## config.mk

```make
export PLATFORM = sky130hd
export DESIGN_NAME = dmem_arbiter
export DESIGN_NICKNAME = d
export VERILOG_FILES = /design/src/rtl/dmem_arbiter.sv
export SDC_FILE = /design/constraint.sdc
export NUM_CORES = 1
export LEC_CHECK = 0
export CORE_AREA = 2 2 102 104
export DETAILED_ROUTE_END_ITERATION = 16
export DIE_AREA = 0 0 104 106
export GPL_ROUTABILITY_DRIVEN = 0
export GPL_TIMING_DRIVEN = 0
export PLACE_DENSITY = 0.66
export SYNTH_ARGS = -nofsm -noshare
export SYNTH_HDL_FRONTEND = slang
export SYNTH_SLANG_ARGS = --single-unit
```

## constraint.sdc

```tcl
create_clock -name clk_i -period 4.94 [get_ports clk_i]
set_input_delay 0.988 -clock clk_i [delete_from_list [all_inputs] [get_ports clk_i]]
set_output_delay 0.988 -clock clk_i [all_outputs]
set_load 0.01 [all_outputs]
```

## src/rtl/dmem_arbiter.sv

```systemverilog
// dmem_arbiter: shares the single-ported data RAM between port A (core LSU)
// and port B (debug/DMA loader). Round-robin arbitration with a bounded
// B lock, one-cycle read-return routing back to the owning port, and a
// sticky protocol error flag.
// Optional build macro DMEM_ARB_FIXED_PRIO_EN: port A always wins a contested
// cycle; b_lock is ignored and the lock counter stays at zero.
`timescale 1ns/1ps

module dmem_arbiter #(
    parameter int ADDR_W   = 14,
    parameter int DATA_W   = 32,
    parameter int LOCK_MAX = 16
) (
    input  logic                clk_i,
    input  logic                rst_b_i,
    input  logic                a_rd_i,
    input  logic                a_wr_i,
    input  logic [ADDR_W-1:0]   a_addr_i,
    input  logic [DATA_W-1:0]   a_wdata_i,
    input  logic [DATA_W/8-1:0] a_byte_en_i,
    output logic                a_gnt_o,
    output logic [DATA_W-1:0]   a_rdata_o,
    output logic                a_rvld_o,
    input  logic                b_rd_i,
    input  logic                b_wr_i,
    input  logic [ADDR_W-1:0]   b_addr_i,
    input  logic [DATA_W-1:0]   b_wdata_i,
    input  logic [DATA_W/8-1:0] b_byte_en_i,
    input  logic                b_lock_i,
    output logic                b_gnt_o,
    output logic [DATA_W-1:0]   b_rdata_o,
    output logic                b_rvld_o,
    output logic                core_stall_o,
    output logic [ADDR_W-1:0]   mem_addr_o,
    output logic [DATA_W-1:0]   mem_wdata_o,
    output logic [DATA_W/8-1:0] mem_byte_en_o,
    output logic                mem_rd_o,
    output logic                mem_wr_o,
    input  logic [DATA_W-1:0]   mem_rdata_i,
    input  logic                mem_vld_i,
    output logic                err_o
);

    logic       last_b_q,   last_b_d;
    logic [7:0] lock_cnt_q, lock_cnt_d;
    logic       owner_q,    owner_d;
    logic       rd_pend_q,  rd_pend_d;
    logic       err_q,      err_d;
    // Set by reset so a read response still in flight from before reset is dropped.
    logic       vld_ign_q,  vld_ign_d;

    logic a_req, b_req;
    logic a_is_rd, b_is_rd;
    logic lock_hit;
    logic a_gnt, b_gnt;

    // Grant decision: round-robin with a bounded B lock, no grants during reset.
    always_comb begin
        a_req   = a_rd_i | a_wr_i;
        b_req   = b_rd_i | b_wr_i;
        a_is_rd = a_rd_i & ~a_wr_i;
        b_is_rd = b_rd_i & ~b_wr_i;
`ifdef DMEM_ARB_FIXED_PRIO_EN
        lock_hit = 1'b0;
        b_gnt    = rst_b_i & b_req & ~a_req;
`else
        lock_hit = last_b_q & b_lock_i & b_req & (lock_cnt_q < 8'(LOCK_MAX));
        b_gnt    = rst_b_i & b_req & (~a_req | lock_hit | ~last_b_q);
`endif
        a_gnt    = rst_b_i & a_req & ~b_gnt;
    end

    // RAM request mux; with no grant the A fields sit on addr/wdata, strobes low.
    always_comb begin
        mem_addr_o    = a_addr_i;
        mem_wdata_o   = a_wdata_i;
        mem_byte_en_o = '0;
        mem_rd_o      = 1'b0;
        mem_wr_o      = 1'b0;
        if (a_gnt) begin
            mem_byte_en_o = a_byte_en_i;
            mem_rd_o      = a_is_rd;
            mem_wr_o      = a_wr_i;
        end else if (b_gnt) begin
            mem_addr_o    = b_addr_i;
            mem_wdata_o   = b_wdata_i;
            mem_byte_en_o = b_byte_en_i;
            mem_rd_o      = b_is_rd;
            mem_wr_o      = b_wr_i;
        end
    end

    // Port-side outputs: grants, stall and read-return routing.
    always_comb begin
        a_gnt_o      = a_gnt;
        b_gnt_o      = b_gnt;
        core_stall_o = a_req & ~a_gnt;
        a_rdata_o    = mem_rdata_i;
        b_rdata_o    = mem_rdata_i;
        a_rvld_o     = rst_b_i & mem_vld_i & rd_pend_q & ~owner_q;
        b_rvld_o     = rst_b_i & mem_vld_i & rd_pend_q &  owner_q;
        err_o        = err_q;
    end

    // Next-state for arbitration history, read ownership and error tracking.
    always_comb begin
        last_b_d = last_b_q;
        if (a_gnt | b_gnt) begin
            last_b_d = b_gnt;
        end
`ifdef DMEM_ARB_FIXED_PRIO_EN
        lock_cnt_d = '0;
`else
        lock_cnt_d = lock_cnt_q;
        if (!b_gnt || !b_lock_i) begin
            lock_cnt_d = '0;
        end else if (lock_hit) begin
            lock_cnt_d = lock_cnt_q + 8'd1;
        end
`endif
        // A new read overwrites ownership even when a response returns this cycle.
        rd_pend_d = mem_rd_o;
        owner_d   = mem_rd_o ? b_gnt : owner_q;
        err_d     = err_q
                  | (~vld_ign_q & mem_vld_i & ~rd_pend_q)
                  | (rd_pend_q & ~mem_vld_i);
        vld_ign_d = 1'b0;
    end

    // State registers with synchronous active-low reset.
    always_ff @(posedge clk_i) begin
        if (!rst_b_i) begin
            last_b_q   <= 1'b0;
            lock_cnt_q <= '0;
            owner_q    <= 1'b0;
            rd_pend_q  <= 1'b0;
            err_q      <= 1'b0;
            vld_ign_q  <= 1'b1;
        end else begin
            last_b_q   <= last_b_d;
            lock_cnt_q <= lock_cnt_d;
            owner_q    <= owner_d;
            rd_pend_q  <= rd_pend_d;
            err_q      <= err_d;
            vld_ign_q  <= vld_ign_d;
        end
    end

endmodule

```

==> metrics.txt <==
die span in y 106 microns; ant diodes 0; syn avg cell area 9.92 sq um; HP Start lock_cnt_q[6]$_SDFFE_PP0P_; WL per Instance 13.3 microns; CTS Root Cell clkbuf_8; 1st-iter DRT viols 42; first-pass GRT wire length 11,300 microns; Final Net Count 569; CP max FO 10; Max-Cap Viols 0; status complete, no violations; flop2flop setup slack 3080 ps; Final period util 89.8%; CP peak stage delay 590 ps; setup violators final 0; post-synth top area share 31.0%; Post-CTS Setup Inserts 0; IO Pins 262; ys flop type dfxtp_1; CP delay by family, top buffers and inverters; DR WL met3 518 microns; Core Area 10000 sq um; RSZ-0062 raised after global routing false; Top Metal Used met3; CTS tree yes; Num CTS Buffers 3; Hold Path Depth 1; DR DRC count 0; Seq cells post-synth 13; Layout area overhead 129%; clk sinks 13; Static Leakage 1.95 nW; Synth Net Count 336; drt total wl 7490 microns; worst path arrival time 3450 ps; worst-margin pin slew 449 ps; r2r worst-path depth 4; R2R Path Start lock_cnt_q[4]$_SDFFE_PP0P_; # rows 37; CP startpoint kind primary input; routed metal-1 wire length 2960 microns; IO Port Bufs 228; Most common cell on crit path clkdlybuf4s50_1; area of the mapped netlist 1930 sq um; via/cell ratio 3.81; clock-pin slew on the worst setup and hold paths 50 ps; pwr dens 141 nW/um^2; Tot GR Track Use 12.4%; GRT overflow 0; synth unique cells 33; Initial Util 19.3%; worst r2r dst lock_cnt_q[1]$_SDFFE_PP0P_; crit path time final 4440 ps; top cells by area, synth mux2_4 31%, buf_4 25%, dfxtp_1 13%; crit end category primary output; Yosys top cell by area mux2_4; TNS Setup 0 ps; ys async rst share 0%; Slew Viols, Final 0; Final Hold Violating Endpoints 0; EDFF count, synth 0; clk_skew 4.41 ps; first-pass detailed-route iteration total 4; Critical Path Slowest Stage Cell clkdlybuf4s50_1; fillers 972; met2 wire len 4020 microns; cell count along the critical path 8; vias 2,147; fmax 225 MHz; clock latency on the worst-skew pair 240 ps; Pwr Total 0.625 mW; post-layout util 44.3%; hold crit path type register to register; largest net degree at the start of global routing 11; CP Cell Sequence clkdlybuf4s50_1 -> or2b_2 -> o21ai_1 -> nor3b_2 -> buf_6 -> buf_12 -> mux2_4 -> clkdlybuf4s50_1; CP required 3950 ps; CP Class primary input to primary output; layout cell share with drive strength beyond 1 29.5%; maximum vdd ir drop 158 uV; Rel. slew slack 69.7%; Hold EP lock_cnt_q[6]$_SDFFE_PP0P_; H-tree levels 1; dpl hpwl 6650 microns; Die W 104 microns; final cell count without fillers 563; yosys synthesis warning count 0; synthesized instance count 195; placed insts 559; hold buffer count at CTS 0; PostCTS Resize Cnt 0; initial antenna violation count 0; Clock Path Buffers 2; vias in the first global route 2,012; number of nets with antenna violations after routing 0; Seq/Total Area, Yosys 13.5%; area of the die 11,000 sq um; worst path bufs/invs 4
[where the power goes]
| group | total, mW | switching [mW] | internal, mW |
|---|---|---|---|
| Sequential | 0.111 | 0.00197 | 0.109 |
| Combinational | 0.422 | 0.129 | 0.294 |
| Clock | 0.0921 | 0.0353 | 0.0568 |
| Total | 0.625 | 0.166 | 0.459 |
[cells in the mapped netlist (2+ instances only)]
library cell	number
and3_1	9
dfxtp_1	13
buf_4	65
nand3_1	4
mux2_2	7
buf_12	4
mux2_4	40
inv_1	8
buf_6	2
o21a_1	2
nor2_1	6
nand2_1	5
mux2i_1	4
a21oi_1	5
xor2_1	3
[per-layer routing]
| layer | vias up | track usage [%] |
|---|---|---|
| met5 | - | 0 |
| met4 | 0 | 0.386 |
| met3 | 0 | 2.33 |
| met2 | 114 | 23.7 |
| met1 | 968 | 15.0 |
| li1 | 1065 | - |
[how the worst max path moves through the flow]
stage	start	end	slack [ps]
2_1_floorplan	b_lock_i	mem_addr_o[10]	1710
3_3_place_gp	b_lock_i	mem_wdata_o[7]	510
3_5_place_dp	b_lock_i	mem_wdata_o[3]	480
4_1_cts	b_lock_i	mem_wdata_o[3]	490
5_1_grt	b_lock_i	mem_addr_o[12]	380
6_report	b_lock_i	mem_wdata_o[3]	500
[cell families after synthesis]
| logic type | after synthesis | synth area share (%) |
|---|---|---|
| adder cells (fa/ha/maj) | 1 | 0.647 |
| AND/OR/NAND/NOR | 32 | 9.57 |
| multiplexers | 51 | 37.2 |
| buffers and inverters | 80 | 32.9 |
| XOR/XNOR | 3 | 1.36 |
| AO/OA/AOI/OAI | 15 | 4.92 |
| flip-flops | 13 | 13.5 |
[cell type report]
type                       count  area, sq um  share of cell area (%)
timing repair buffer         228         2280                    51.5
multi-input combinational    102         1040                    23.4
buffer                        72          606                    13.7
sequential                    13          260                    5.87
tap                          136          170                    3.84
clock buffer                   4         45.0                    1.02
inverter                       8         30.0                   0.678
[cell usage in the layout (no fill, tap or decap), types with 2 or more instances in the layout]
master | netlist | layout
nor2_1 | 6 | 6
xor2_1 | 3 | 3
dfxtp_1 | 13 | 13
mux2i_1 | 4 | 4
a21oi_1 | 5 | 5
clkbuf_8 | 0 | 3
buf_6 | 2 | 2
and3_1 | 9 | 9
buf_12 | 4 | 4
nand2_1 | 5 | 5
buf_4 | 65 | 65
clkdlybuf4s50_1 | 0 | 228
o21a_1 | 2 | 2
mux2_2 | 7 | 7
nand3_1 | 4 | 4
inv_1 | 8 | 8
mux2_4 | 40 | 40
[stage by stage]
step / setup slack [ps] / cell area (sq um) / hold WS (ps)
detailed placement: 484 / 4390 / 472
global route: 377 / 4430 / 499
CTS: 486 / 4430 / 486
finish: 502 / 4430 / 483
global placement: 507 / 4390 / 462
floorplan: 1710 / 1930 / 447
[registers in the layout, indices dropped and copies added, names as in the netlist]
signal / cells
lock_cnt_q: 8
vld_ign_q: 1
err_o: 1
rd_pend_q: 1
owner_q: 1
last_b_q: 1
Note: power is estimated with default switching activity, not from simulation.
